File: src/rtl/nec_ir_transmitter.sv
// nec_ir_transmitter: serialises one NEC IR frame (address, ~address, command,
// ~command, LSB first) onto a 38 kHz carrier for the IRDA TX LED.
// Optional build macro NEC_TX_REPEAT_EN: holding start across done sends NEC
// repeat codes every REPEAT_UNITS units instead of retransmitting full frames.
module nec_ir_transmitter #(
    parameter int UNIT_CYCLES  = 28125,
    parameter int CARRIER_DIV  = 1316,
    parameter int CARRIER_HIGH = 439,
    parameter int REPEAT_UNITS = 192
) (
    input  logic       master_clk,
    input  logic       resetn,
    input  logic       start,
    input  logic [7:0] address,
    input  logic [7:0] command,
    output logic       busy,
    output logic       done,
    output logic       ir_envelope,
    output logic       ir_txd
);

    localparam int UNIT_W = $clog2(UNIT_CYCLES);
    localparam int CAR_W  = $clog2(CARRIER_DIV);

    localparam logic [UNIT_W-1:0] UNIT_LAST = UNIT_W'(UNIT_CYCLES - 1);
    localparam logic [UNIT_W-1:0] UNIT_ONE  = UNIT_W'(1);
    localparam logic [CAR_W-1:0]  CAR_LAST  = CAR_W'(CARRIER_DIV - 1);
    localparam logic [CAR_W-1:0]  CAR_ONE   = CAR_W'(1);
    localparam logic [CAR_W-1:0]  CAR_HIGH  = CAR_W'(CARRIER_HIGH);

    localparam logic [2:0] S_IDLE       = 3'd0;
    localparam logic [2:0] S_LEAD_MARK  = 3'd1;
    localparam logic [2:0] S_LEAD_SPACE = 3'd2;
    localparam logic [2:0] S_BIT_MARK   = 3'd3;
    localparam logic [2:0] S_BIT_SPACE  = 3'd4;
    localparam logic [2:0] S_STOP_MARK  = 3'd5;
`ifdef NEC_TX_REPEAT_EN
    localparam logic [2:0] S_REP_WAIT   = 3'd6;
    localparam logic [2:0] S_REP_SPACE  = 3'd7;

    localparam int REP_W = $clog2(REPEAT_UNITS + 1);
    localparam logic [REP_W-1:0] REP_LAST = REP_W'(REPEAT_UNITS - 1);
    localparam logic [REP_W-1:0] REP_ONE  = REP_W'(1);
`endif

    // Current state and counters
    logic [2:0]        r_state;
    logic [UNIT_W-1:0] r_unit_cnt;   // cycle within the current unit
    logic [3:0]        r_unit_idx;   // unit within the current state
    logic [4:0]        r_bit_cnt;
    logic [31:0]       r_shift;
    logic [CAR_W-1:0]  r_carrier;
    logic              r_busy;
    logic              r_done;
    logic              r_env;
    logic              r_txd;
`ifdef NEC_TX_REPEAT_EN
    logic [REP_W-1:0]  r_rep_units;  // units since last frame/repeat start
    logic              r_rep;        // current burst is a repeat code
`endif

    // Next-state values
    logic [2:0]        w_nxt_state;
    logic [UNIT_W-1:0] w_nxt_unit_cnt;
    logic [3:0]        w_nxt_unit_idx;
    logic [4:0]        w_nxt_bit_cnt;
    logic [31:0]       w_nxt_shift;
    logic [CAR_W-1:0]  w_nxt_carrier;
    logic              w_nxt_done;
    logic              w_unit_end;
    logic              w_state_end;
    logic              w_accept;
    logic [3:0]        w_last_idx;
`ifdef NEC_TX_REPEAT_EN
    logic [REP_W-1:0]  w_nxt_rep_units;
    logic              w_nxt_rep;
`endif

    function automatic logic f_is_mark(input logic [2:0] s);
        return (s == S_LEAD_MARK) || (s == S_BIT_MARK) || (s == S_STOP_MARK);
    endfunction

    // Next-state, counter and shift-register logic
    always_comb begin
        // NOTE: every variable gets a default first so no path leaves it unassigned (no latch).
        w_nxt_state    = r_state;
        w_unit_end     = (r_unit_cnt == UNIT_LAST);
        w_nxt_unit_cnt = w_unit_end ? '0 : r_unit_cnt + UNIT_ONE;
        w_nxt_bit_cnt  = r_bit_cnt;
        w_nxt_shift    = r_shift;
        w_nxt_carrier  = (r_carrier == CAR_LAST) ? '0 : r_carrier + CAR_ONE;
        w_nxt_done     = 1'b0;
`ifdef NEC_TX_REPEAT_EN
        w_nxt_rep_units = (w_unit_end && r_rep_units != REP_LAST) ?
                          r_rep_units + REP_ONE : r_rep_units;
        w_nxt_rep       = r_rep;
        w_accept        = (r_state == S_IDLE) && start && !r_done;
`else
        w_accept        = (r_state == S_IDLE) && start;
`endif

        // Length of the current state in units, minus one
        case (r_state)
            S_LEAD_MARK:  w_last_idx = 4'd15;
            S_LEAD_SPACE: w_last_idx = 4'd7;
            S_BIT_SPACE:  w_last_idx = r_shift[0] ? 4'd2 : 4'd0;
`ifdef NEC_TX_REPEAT_EN
            S_REP_SPACE:  w_last_idx = 4'd3;
`endif
            default:      w_last_idx = 4'd0;
        endcase
        w_state_end    = w_unit_end && (r_unit_idx == w_last_idx);
        w_nxt_unit_idx = w_state_end ? '0 :
                         (w_unit_end ? r_unit_idx + 4'd1 : r_unit_idx);

        case (r_state)
            S_IDLE: begin
                w_nxt_unit_cnt = '0;
                w_nxt_unit_idx = '0;
                w_nxt_carrier  = '0;
`ifdef NEC_TX_REPEAT_EN
                if (r_done && start) begin
                    // Keep the unit clock running so the repeat period stays
                    // aligned to the previous frame start.
                    w_nxt_state    = S_REP_WAIT;
                    w_nxt_unit_cnt = r_unit_cnt + UNIT_ONE;
                end else begin
                    w_nxt_rep_units = '0;
                    w_nxt_rep       = 1'b0;
                end
`endif
            end
            S_LEAD_MARK: begin
                if (w_state_end) begin
`ifdef NEC_TX_REPEAT_EN
                    w_nxt_state = r_rep ? S_REP_SPACE : S_LEAD_SPACE;
`else
                    w_nxt_state = S_LEAD_SPACE;
`endif
                end
            end
            S_LEAD_SPACE: begin
                if (w_state_end) begin
                    w_nxt_state   = S_BIT_MARK;
                    w_nxt_carrier = '0;
                end
            end
            S_BIT_MARK: begin
                if (w_state_end) w_nxt_state = S_BIT_SPACE;
            end
            S_BIT_SPACE: begin
                if (w_state_end) begin
                    w_nxt_shift   = r_shift >> 1;
                    w_nxt_bit_cnt = r_bit_cnt + 5'd1;
                    w_nxt_state   = (r_bit_cnt == 5'd31) ? S_STOP_MARK : S_BIT_MARK;
                    w_nxt_carrier = '0;
                end
            end
            S_STOP_MARK: begin
                if (w_state_end) begin
                    w_nxt_state = S_IDLE;
                    w_nxt_done  = 1'b1;
                end
            end
`ifdef NEC_TX_REPEAT_EN
            S_REP_WAIT: begin
                w_nxt_unit_idx = '0;
                if (w_unit_end && r_rep_units == REP_LAST) begin
                    w_nxt_state     = S_LEAD_MARK;
                    w_nxt_carrier   = '0;
                    w_nxt_rep       = 1'b1;
                    w_nxt_rep_units = '0;
                end
            end
            S_REP_SPACE: begin
                if (w_state_end) begin
                    w_nxt_state   = S_STOP_MARK;
                    w_nxt_carrier = '0;
                end
            end
`endif
            default: w_nxt_state = S_IDLE;
        endcase

        if (w_accept) begin
            w_nxt_state   = S_LEAD_MARK;
            w_nxt_shift   = {~command, command, ~address, address};
            w_nxt_bit_cnt = '0;
`ifdef NEC_TX_REPEAT_EN
            w_nxt_rep_units = '0;
            w_nxt_rep       = 1'b0;
`endif
        end
    end

    // State, counters and registered outputs
    always_ff @(posedge master_clk or negedge resetn) begin
        if (!resetn) begin
            r_state     <= S_IDLE;
            r_unit_cnt  <= '0;
            r_unit_idx  <= '0;
            r_bit_cnt   <= '0;
            r_shift     <= '0;
            r_carrier   <= '0;
            r_busy      <= 1'b0;
            r_done      <= 1'b0;
            r_env       <= 1'b0;
            r_txd       <= 1'b0;
`ifdef NEC_TX_REPEAT_EN
            r_rep_units <= '0;
            r_rep       <= 1'b0;
`endif
        end else begin
            // NOTE: non-blocking assignments so every register samples pre-edge values.
            r_state     <= w_nxt_state;
            r_unit_cnt  <= w_nxt_unit_cnt;
            r_unit_idx  <= w_nxt_unit_idx;
            r_bit_cnt   <= w_nxt_bit_cnt;
            r_shift     <= w_nxt_shift;
            r_carrier   <= w_nxt_carrier;
            r_busy      <= (w_nxt_state != S_IDLE);
            r_done      <= w_nxt_done;
            r_env       <= f_is_mark(w_nxt_state);
            r_txd       <= f_is_mark(w_nxt_state) && (w_nxt_carrier < CAR_HIGH);
`ifdef NEC_TX_REPEAT_EN
            r_rep_units <= w_nxt_rep_units;
            r_rep       <= w_nxt_rep;
`endif
        end
    end

    assign busy        = r_busy;
    assign done        = r_done;
    assign ir_envelope = r_env;
    assign ir_txd      = r_txd;

endmodule

File: config.mk
export PLATFORM = sky130hd
export DESIGN_NAME = nec_ir_transmitter
export DESIGN_NICKNAME = d
export VERILOG_FILES = /design/src/rtl/nec_ir_transmitter.sv
export SDC_FILE = /design/constraint.sdc
export NUM_CORES = 1
export LEC_CHECK = 0
export CAP_MARGIN = 10
export CORE_MARGIN = 5
export CORE_UTILIZATION = 40
export CTS_BUF_LIST = sky130_fd_sc_hd__clkbuf_4 sky130_fd_sc_hd__clkbuf_8
export DETAILED_ROUTE_END_ITERATION = 10
export MAX_ROUTING_LAYER = met4
export SKIP_CTS_REPAIR_TIMING = 1
export SYNTH_ARGS = -nofsm -noshare
export SYNTH_HDL_FRONTEND = slang
export SYNTH_SLANG_ARGS = --single-unit
File: constraint.sdc
create_clock -name master_clk -period 6.9 [get_ports master_clk]
set_input_delay 1.38 -clock master_clk [delete_from_list [all_inputs] [get_ports master_clk]]
set_output_delay 1.38 -clock master_clk [all_outputs]
set_load 0.02 [all_outputs]
# ---- After elaboration in Yosys (flattened, before gate mapping)
# Index checks and enable logic that the tools add are counted.
dict set report totals {
  mem_bits_rw 0
  out_inout_bits 4
  latch_bits 0
  n_memories 0
  romBits 0
  ff_bits 74
  wordCells 67
}
dict set report op_classes {
  n_shift 0
  bitwise_logic 2
  n_mul 0
  n_mux 26
  add_sub_neg 4
  eq_ne 12
  n_lt_le_gt_ge 1
  reduce_logical 12
  div 0
}
# operator count
set op_table {}
lappend op_table {{32-bit two-way mux} 3}
lappend op_table {{15-bit two-way mux} 2}
lappend op_table {{11-bit two-way mux} 2}
lappend op_table {{11-bit case mux with 2 select lines} 1}
lappend op_table {{3-bit two-way mux} 7}
lappend op_table {{3-bit case mux with 6 select lines} 1}
lappend op_table {{8-bit NOT} 2}
lappend op_table {{15-bit by 1-bit adder with 15-bit output (second input constant)} 1}
lappend op_table {{15-bit equality test (second input constant)} 1}
lappend op_table {{5-bit two-way mux} 3}
lappend op_table {{4-bit two-way mux} 3}
lappend op_table {{4-bit case mux with 3 select lines} 1}
lappend op_table {{11-bit by 1-bit adder with 11-bit output (second input constant)} 1}
lappend op_table {{11-bit equality test (second input constant)} 1}
lappend op_table {{11-bit by 9-bit less-than comparator with 1-bit output (second input constant)} 1}
lappend op_table {{3-bit by 2-bit equality test with 1-bit output (second input constant)} 3}
lappend op_table {{3-bit equality test (second input constant)} 3}
lappend op_table {{3-bit by 1-bit equality test with 1-bit output (second input constant)} 2}
lappend op_table {{3-bit nonzero test} 2}
lappend op_table {{5-bit by 1-bit adder with 5-bit output (second input constant)} 1}
lappend op_table {{5-bit equality test (second input constant)} 1}
lappend op_table {{4-bit by 1-bit adder with 4-bit output (second input constant)} 1}
lappend op_table {{4-bit equality test} 1}
lappend op_table {{2-bit nonzero test} 2}
lappend op_table {{other kinds (7)} 11}

# ---- Longest topological paths before layout
# Gate-level depths: netlist of run 1.
dict set report depth {
  word_depth 11
  ltp_mapped 10
  depth_no_buf 8
}

# ---- Worst setup path before layout of run 1
# No wires, ideal clock.
dict set report synth_timing {
  path_type {register -> register}
  start {register r_state[0]}
  end {register r_shift[14]}
  path_buffers 3
  path_stages_with_launch 10
  period_less_slack_ns 2.456
  required_ns 6.760
  t_arrival_ns 2.316
  setup_ns 0.140
  path_slack_ns 4.444
  path_cell_list {dfrtp_1 -> buf_4 -> xnor2_1 -> or3_1 -> a211o_1 -> or4_1 -> buf_4 -> buf_2 -> mux2i_1 -> a21boi_0}
}
dict set report synth_via {
  elab_chain_cells 6
  word_cells_on_any_way 12
  cone_classes {eq/ne: 4; mux: 2; reduce/logical: 6}
}
# item line
set synth_lines {}
lappend synth_lines {{start, declared} 47} ;# logic [2:0] r_state;
lappend synth_lines {{start signal, assigned} 215} ;# r_state <= w_nxt_state;
lappend synth_lines {{3-bit equality test, or another cell as far along} {103, 116}}
lappend synth_lines {{4-bit case mux with 3 select lines} 103} ;# case (r_state)
lappend synth_lines {{4-bit equality test} 112} ;# w_state_end = w_unit_end && (r_unit_idx == w_last_idx);
lappend synth_lines {{1-bit logical AND} 112}
lappend synth_lines {{2-bit nonzero test (no source line)} n/a}
lappend synth_lines {{2-bit AND reduction (no source line)} n/a}
lappend synth_lines {{end signal, assigned} 219} ;# r_shift <= w_nxt_shift;
lappend synth_lines {{end, declared} 51} ;# logic [31:0] r_shift;
# Parallel ways exist; a longest one is shown, timed or not.
# A chain may end at the register's enable or synchronous reset.

# ---- Worst setup path in the final report of run 1
dict set report layout_timing {
  start {register r_state[0]}
  end {register r_bit_cnt[3]}
}
dict set report layout_via {
  elab_chain_cells 6
  word_cells_on_any_way 12
  cone_classes {eq/ne: 4; mux: 2; reduce/logical: 6}
}
# item line
set layout_lines {}
lappend layout_lines {{3-bit equality test, or another cell as far along} {103, 116}}
lappend layout_lines {{4-bit case mux with 3 select lines} 103}
lappend layout_lines {{4-bit equality test} 112}
lappend layout_lines {{1-bit logical AND} 112}
lappend layout_lines {{2-bit nonzero test (no source line)} n/a}
lappend layout_lines {{2-bit AND reduction (no source line)} n/a}
lappend layout_lines {{end signal, assigned} 218} ;# r_bit_cnt <= w_nxt_bit_cnt;
lappend layout_lines {{end, declared} 50} ;# logic [4:0] r_bit_cnt;
# Parallel ways exist; a longest one is shown, timed or not.

==> flow_metrics.tcl, run 1 <==
set metrics [dict create \
    status "finished clean" \
    clkPwrFrac_pct 32.5 \
    slew_headroom_pct 25.3 \
    cts_max_level 3 \
    antenna_found_initial 0 \
    synthMuxAreaShare_pct 8.08 \
    worstSetupStartpointType "flop" \
    ir_drop_v 0.000185 \
    dp_hpwl_um 4720 \
    worstPathRequired_ns 7.16 \
    critPathTopFamily "simple AND/OR/NAND/NOR gates" \
    drv_slew 0 \
    worst_path_max_delay_cell "or4_2" \
    synthSimpleGateAreaFrac_pct 18.0 \
    async_flop_share_pct 100 \
    synthDistinctLibCells 46 \
    wirelength_um 7060 \
    routed_via_density 5.33 \
    grt_max_degree 75 \
    crit_chain "xnor2_1 -> or3_1 -> a211o_1 -> or4_2 -> or3_1 -> a21oi_1" \
    synth_top_family_by_area "simple AND/OR/NAND/NOR gates" \
    path_clk_slew_ns 0.08 \
    critical_path_depth 6 \
    port_buffers 22 \
    power.density_mw_per_mm2 249 \
    first_global_vias 2663 \
    tritoncts "yes" \
    io_pins 23 \
    tns_ns 0 \
    clock_sinks 74 \
    postSynthCellCount 376 \
    yosysSeqAreaShare_pct 49.8 \
    drtPass1Iterations 4 \
    clock_skew_ns 0.00925 \
    synthAdderAreaFrac_pct 2.02 \
    ys_warn_count 0 \
    wl_per_cell_um 13.9 \
    setup_viol 0 \
    crit_path_frequent_cell "or3_1" \
    clock_latency_ns 0.35 \
    initial_core_util_pct 40.6 \
    drcViolationCount 0 \
    tightest_slew_ns 1.12 \
    cts_root_buffer "clkbuf_8" \
    cts_buffers 9 \
    crit_type "reg2reg" \
    swShare_pct 29.8 \
    grt_pass1_wl_um 12600 \
    final-hold-violation-count 0 \
    synth_edf_count 0 \
    ys_ff_latch 74 \
    min_period_over_period_pct 48.3 \
    ant_nets 0 \
    regArea_mm2 0.00185 \
    die_y_um 106 \
    grt_setup_unrepaired "false" \
    place.gp.congestion 0.878 \
    final_nets 416 \
    die_area_mm2 0.0113 \
    crit_fanout 37 \
    endpoint_kind "flop" \
    clockBufferDepth 2 \
    multi_input_area_mm2 0.00175 \
    post-route-util_pct 45.9 \
    overflow 0 \
    drive_gt1_share_pct 6.06 \
    cp.buffers_inverters 0 \
    synth_area_mm2 0.00372 \
    max_freq_ghz 0.300 \
    avgSynthCellArea_um2 9.89 \
    cp_slowest_stage_delay_ns 1.04 \
    final_cells 507 \
    p_comb_share_pct 15.0 \
    seqPwrFrac_pct 52.4 \
    n_fill_cell 864 \
    hold_class "reg2reg" \
    crit_arrival_ns 3.59 \
    min_path_cells 2 \
    vias 2700 \
    p_int_mw 0.733 \
    dp_cells 491 \
    ff2ff_path_depth 6 \
    synth_ff_type "dfrtp_1" \
    switchingPower_mw 0.312 \
    rows 35 \
    maxCapViolCount 0 \
    core-area_mm2 0.00915 \
    min_period_ns 3.33 \
    synth_xor_area_share_pct 6.36 \
    hold_ws_ns 0.530 \
    dieWidth_um 106 \
    grt.total_usage_pct 14.0 \
    synth_compound_area_share_pct 12.5 \
    p_leak_nw 1.86 \
    syn_nets 401 \
    diodes 0 \
    area_growth_pct 12.9 \
    drt_iter0_drc 99 \
]
## metal layers
metal	GRT usage (%)	wire (um)
met3	2.73	171
met5	-	0
met4	5.55	88
met1	18.0	3390
met2	21.9	3410
## cell usage after synthesis, types with 6 or more instances
| master | instances | area, um2 |
|---|---|---|
| dfrtp_1 | 74 | 1850 |
| nor2_1 | 45 | 169 |
| nand2_1 | 39 | 146 |
| mux2i_1 | 30 | 300 |
| o21ai_0 | 23 | 115 |
| a21boi_0 | 16 | 120 |
| xor2_1 | 15 | 131 |
| nand3_1 | 14 | 70.1 |
| clkbuf_1 | 12 | 45.0 |
| xnor2_1 | 12 | 105 |
| inv_1 | 11 | 41.3 |
| a21oi_1 | 7 | 35.0 |
| ha_1 | 6 | 75.1 |
## worst paths after layout
check,start,endpoint,slack (ns)
worst max-delay path,r_state[0],r_bit_cnt[3],3.57
min in group asynchronous,resetn,r_unit_idx[3],1.17
max in group asynchronous,resetn,busy,5.14
worst min-delay path,r_bit_cnt[4],r_bit_cnt[4],0.53
worst max register to register,r_state[0],r_bit_cnt[3],3.57
worst min register to register,r_bit_cnt[4],r_bit_cnt[4],0.53
## worst register-to-register path: cells and delay by family (launching register included)
| family | cells | cell delay (ns) |
|---|---|---|
| xor+xnor | 1 | 0.17 |
| flops | 1 | 0.61 |
| simple gates | 3 | 1.93 |
| compound gates | 2 | 0.53 |
## cell type report
| class | instances | share of cell area [%] |
|---|---|---|
| repair buffers | 22 | 5.19 |
| multi-input cells | 273 | 41.6 |
| clock buffers | 9 | 2.95 |
| inverters | 11 | 0.984 |
| clock inverters | 7 | 1.85 |
| flip-flops and latches | 74 | 44.1 |
| well taps | 111 | 3.31 |
## sequential cells by signal, indices dropped and copies added, names as in the netlist
signal and cells:
r_carrier 11, ir_txd 1, busy 1, done 1
r_state 3, r_bit_cnt 5, r_unit_cnt 15, ir_envelope 1
r_shift 32, r_unit_idx 4
## kinds of logic after synthesis
family,Yosys count
and+or+nand+nor,140
DFF,74
AOI/OAI and AO/OA,70
muxes,30
buffers and inverters,29
xor gates and xnor gates,27
adders and majority gates,6
## placed cells by master (no fill, tap or decap), types with 12 or more instances in the layout
cell type         n
mux2i_1          30
nand3_1          14
nor2_1           45
xor2_1           15
xnor2_1          12
a21boi_0         16
clkdlybuf4s50_1  21
o21ai_0          23
nand2_1          39
dfrtp_1          74
## power by group through the flow
stage | Clock [mW] | Sequential (mW) | Combinational [mW]
after floorplan | 0 | 0.535 | 0.125
after global placement | 0 | 0.556 | 0.153
after detailed placement | 0 | 0.556 | 0.158
after CTS | 0.356 | 0.548 | 0.159
after global routing | 0.377 | 0.557 | 0.182
final | 0.340 | 0.548 | 0.157
## per-stage QoR
stage	setup slack (ns)	area, um2	power [mW]
5_1_grt	3.38	4200	1.12
3_3_place_gp	3.61	4000	0.708
3_5_place_dp	3.57	4000	0.714
2_1_floorplan	4.44	3720	0.660
6_report	3.57	4200	1.04
4_1_cts	3.56	4200	1.06
Note: power is estimated with default switching activity, not from simulation.
==> inputs of run 2 (changes only) <==
==> constraint.sdc (replaced) <==
create_clock -name master_clk -period 2.72 [get_ports master_clk]
set_input_delay 0.544 -clock master_clk [delete_from_list [all_inputs] [get_ports master_clk]]
set_output_delay 0.544 -clock master_clk [all_outputs]
set_load 0.02 [all_outputs]
==> run 2 against run 1 <==
  * Fmax up 35%
  * Setup slack worse by 3.3 ns
  * Register-to-register slack worse by 3.3 ns
  * Sequential share of layout area down 1.3 points
  * Sequential power rose to 2.5 times the previous value
  * Critical path depth up 1
  * Clock power rose to 2.5 times the previous value
  * Wire length up 0.33%
  * Global-route usage about the same
  * Critical path type unchanged
  * Largest power group unchanged
  * Via count up 1.2%
==> flow_metrics.tcl, run 2 (same netlist as run 1, synthesis figures left out) <==
set metrics [dict create \
    largest_register_ffs 32 \
    grt.busiest_layer "met2" \
    dp_hpwl_um 4790 \
    routed_via_density 5.24 \
    layout_common_cells "74 x dfrtp_1, 45 x nor2_1, 39 x nand2_1" \
    tns_ns 0 \
    grt.total_usage_pct 14.0 \
    grt_max_degree 75 \
    worst_path_max_delay_cell "a2111oi_0" \
    status "finished clean" \
    diodes 0 \
    maxCapViolCount 0 \
    clock_skew_ns 0.0125 \
    cts_max_level 3 \
    top_regs "r_shift (32), r_unit_cnt (15), r_carrier (11)" \
    drive_gt1_share_pct 9.73 \
    wl_per_cell_um 13.6 \
    crit_arrival_ns 2.70 \
    hold_class "in2async" \
    overflow 0 \
    drtPass1Iterations 4 \
    cp_slowest_stage_delay_ns 0.48 \
    core-area_mm2 0.00915 \
    drv_slew 0 \
    final_nets 431 \
    cts_buffers 9 \
    final-hold-violation-count 0 \
    worstPathRequired_ns 2.95 \
    ant_nets 0 \
    p_leak_nw 1.94 \
    clockBufferDepth 2 \
    path_clk_slew_ns 0.08 \
    grt_setup_unrepaired "false" \
    clock_latency_ns 0.35 \
    slew_headroom_pct 37.7 \
    dieWidth_um 106 \
    port_buffers 22 \
    power.density_mw_per_mm2 616 \
    tightest_slew_ns 0.935 \
    crit_fanout 11 \
    initial_core_util_pct 40.6 \
    antenna_found_initial 0 \
    crit_chain "xnor2_1 -> or3_1 -> a211o_1 -> buf_4 -> a2111oi_0 -> or2_2 -> nor2_1" \
    post-route-util_pct 47.2 \
    worstSetupStartpointType "flop" \
    first_global_vias 2739 \
    rows 35 \
    crit_type "reg2reg" \
    final_common_cell "dfrtp_1" \
    met2_usage_pct 21.2 \
    regMostFlops "r_shift" \
    min_period_over_period_pct 90.9 \
    drt_iter0_drc 84 \
    vias 2733 \
    die_area_mm2 0.0113 \
    endpoint_kind "flop" \
    met3_usage_pct 3.52 \
    placedInstanceArea_mm2 0.00412 \
    wirelength_um 7080 \
    grt_pass1_wl_um 12600 \
    cts_root_buffer "clkbuf_8" \
    ir_drop_v 0.000420 \
    drcViolationCount 0 \
    grt_util_met1_pct 18.4 \
    area_growth_pct 16.3 \
    min_period_ns 2.47 \
    die_y_um 106 \
    setup_viol 0 \
    io_pins 23 \
    max_freq_ghz 0.404 \
    clock_sinks 74 \
    post-route-cell-area_mm2 0.00432 \
    tritoncts "yes" \
    place.gp.congestion 0.847 \
]
[run 2: worst max-delay path, delay by kind of cell (launching register included)]
| kind | cells | cell delay (ns) |
|---|---|---|
| and+or+nand+nor | 3 | 0.79 |
| buffers and inverters | 1 | 0.16 |
| xor gates and xnor gates | 1 | 0.16 |
| DFF | 1 | 0.43 |
| AOI/OAI and AO/OA | 2 | 0.82 |
[run 2: report_power, final]
group / leakage, nW / internal [mW] / switching, mW
registers: 0.832 / 1.24 / 0.129
clock network: 0.100 / 0.436 / 0.419
logic: 1.01 / 0.212 / 0.231
total: 1.94 / 1.88 / 0.778
[run 2: routing by layer]
metal | vias up | part of all wire (%) | wire, um
met2 | 25 | 47 | 3340
met5 | - | 0 | 0
met4 | 0 | 1.3 | 91
met3 | 9 | 2.2 | 156
li1 | 1366 | - | -
met1 | 1333 | 49 | 3490
[run 2: final timing paths]
check / start / to / slack, ns / depth (start not counted)
max in group asynchronous: resetn / busy / 1.78 / 1
min in group master_clk: r_shift[31] / r_shift[31] / 0.53 / 1
min: resetn / r_unit_cnt[11] / 0.33 / 1
max: r_state[1] / r_carrier[3] / 0.25 / 7
min reg2reg: r_shift[31] / r_shift[31] / 0.53 / 1
max reg2reg: r_state[1] / r_carrier[3] / 0.25 / 7
[run 2: through the flow]
stage,hold WS [ns],instances,setup slack (ns),power (mW)
after floorplan,0.248,376,0.264,1.67
after global placement,0.498,506,0.216,1.82
after detailed placement,0.504,506,0.177,1.83
after CTS,0.375,522,0.174,2.70
after global routing,0.417,522,0.0339,2.85
final,0.334,522,0.247,2.66
[run 2: area by class of cell]
class / count / area [um2]
clock buffer: 10 / 131
tap: 111 / 139
clock inverter: 6 / 65.1
timing repair buffer: 37 / 343
inverter: 11 / 41.3
multi-input combinational: 273 / 1750
sequential: 74 / 1850
fill: 863 / 4830
==> inputs of run 3 (changes only) <==
--- a/config.mk
+++ b/config.mk
@@ -5,10 +5,11 @@
 export SDC_FILE = /design/constraint.sdc
 export NUM_CORES = 1
 export LEC_CHECK = 0
-export CAP_MARGIN = 10
+export CAP_MARGIN = 25
 export CORE_MARGIN = 5
 export CORE_UTILIZATION = 40
 export CTS_BUF_LIST = sky130_fd_sc_hd__clkbuf_4 sky130_fd_sc_hd__clkbuf_8
+export CTS_CLUSTER_SIZE = 10
 export DETAILED_ROUTE_END_ITERATION = 10
 export MAX_ROUTING_LAYER = met4
 export SKIP_CTS_REPAIR_TIMING = 1
==> run 3 against run 2 <==
  * Cell area grew 0.64%
  * Largest power group unchanged
  * Die area is the same
  * Highest routed layer unchanged
  * Fmax is essentially flat
  * Via count grew 0.48%
==> flow_metrics.tcl, run 3 (same netlist as run 1, synthesis figures left out) <==
set metrics [dict create \
    crit_arrival_ns 2.70 \
    layout_common_cells "74 x dfrtp_1, 45 x nor2_1, 39 x nand2_1" \
    regMostFlops "r_shift" \
    core-area_mm2 0.00915 \
    final_common_cell "dfrtp_1" \
    path_clk_slew_ns 0.08 \
    clock_skew_ns 0.0135 \
    max_freq_ghz 0.404 \
    io_pins 23 \
    tns_ns 0 \
    maxCapViolCount 0 \
    first_global_vias 2739 \
    overflow 0 \
    worst_path_max_delay_cell "a2111oi_0" \
    wl_per_cell_um 13.6 \
    top_regs "r_shift (32), r_unit_cnt (15), r_carrier (11)" \
    die_area_mm2 0.0113 \
    crit_type "reg2reg" \
    min_period_ns 2.47 \
    largest_register_ffs 32 \
    port_buffers 22 \
    cts_buffers 9 \
    drv_slew 0 \
    ir_drop_v 0.000421 \
    grt_max_degree 75 \
    crit_chain "xnor2_1 -> or3_1 -> a211o_1 -> buf_4 -> a2111oi_0 -> or2_2 -> nor2_1" \
    ant_nets 0 \
    p_leak_nw 1.95 \
    tritoncts "yes" \
    worstPathRequired_ns 2.95 \
    vias 2746 \
    drtPass1Iterations 4 \
    drive_gt1_share_pct 9.95 \
    min_period_over_period_pct 90.9 \
    final_nets 432 \
    post-route-cell-area_mm2 0.00435 \
    status "finished clean" \
    cts_root_buffer "clkbuf_8" \
    place.gp.congestion 0.847 \
    placedInstanceArea_mm2 0.00412 \
    setup_viol 0 \
    cp.buffers_inverters 1 \
    grt_setup_unrepaired "false" \
    clock_sinks 74 \
    diodes 0 \
    tightest_slew_ns 0.593 \
    slew_headroom_pct 60.4 \
    power.density_mw_per_mm2 614 \
    critPathTopFamily "compound AO/OA/AOI/OAI gates" \
    initial_core_util_pct 40.6 \
    wirelength_um 7130 \
    dieWidth_um 106 \
    clock_latency_ns 0.35 \
    worstSetupStartpointType "flop" \
    rows 35 \
    final-hold-violation-count 0 \
    hold_class "in2async" \
    endpoint_kind "flop" \
    area_growth_pct 17.1 \
    routed_via_density 5.25 \
    cts_max_level 3 \
    dp_hpwl_um 4790 \
    grt_pass1_wl_um 12600 \
    grt.total_usage_pct 14.0 \
    drt_iter0_drc 78 \
    cp_slowest_stage_delay_ns 0.48 \
    antenna_found_initial 0 \
    clockBufferDepth 2 \
    crit_fanout 11 \
    drcViolationCount 0 \
    die_y_um 106 \
]
==> run 3: routing by layer <==
| layer | GRT usage, % | vias up | share of wire (%) |
|---|---|---|---|
| met5 | - | - | 0 |
| met1 | 18.4 | 1343 | 50 |
| met3 | 3.52 | 8 | 2.1 |
| met4 | 4.81 | 0 | 1.3 |
| li1 | - | 1372 | - |
| met2 | 21.2 | 23 | 47 |
==> run 3: stage by stage <==
stage               std cells  utilization, %  total power, mW  setup slack, ns  hold slack [ns]
finish                    523            47.5             2.67            0.246            0.205
global route              523            47.5             2.85           0.0339            0.223
CTS                       522            47.2             2.70            0.174            0.375
detailed placement        506            45.0             1.83            0.177            0.504
global placement          506            45.0             1.82            0.216            0.498
floorplan                 376               -             1.67            0.264            0.248
==> run 3: final timing paths <==
check | from | endpoint | slack [ns] | cells after the start
max | r_state[1] | r_carrier[3] | 0.25 | 7
min | resetn | r_unit_cnt[11] | 0.21 | 2
max reg2reg | r_state[1] | r_carrier[3] | 0.25 | 7
min reg2reg | r_shift[31] | r_shift[31] | 0.53 | 1
max in group asynchronous | resetn | busy | 2.21 | 2
min in group master_clk | r_shift[31] | r_shift[31] | 0.53 | 1
==> run 3: area by class of cell <==
| type | instances | area, um2 |
|---|---|---|
| timing repair buffer | 38 | 370 |
| tap | 111 | 139 |
| inverter | 11 | 41.3 |
| multi-input combinational | 273 | 1750 |
| sequential | 74 | 1850 |
| clock buffer | 10 | 131 |
| fill | 861 | 4800 |
| clock inverter | 6 | 65.1 |
==> run 3: report_power, final <==
part	leakage (nW)	switching, mW	internal [mW]
registers	0.832	0.129	1.24
logic	1.02	0.232	0.216
clock network	0.100	0.423	0.436
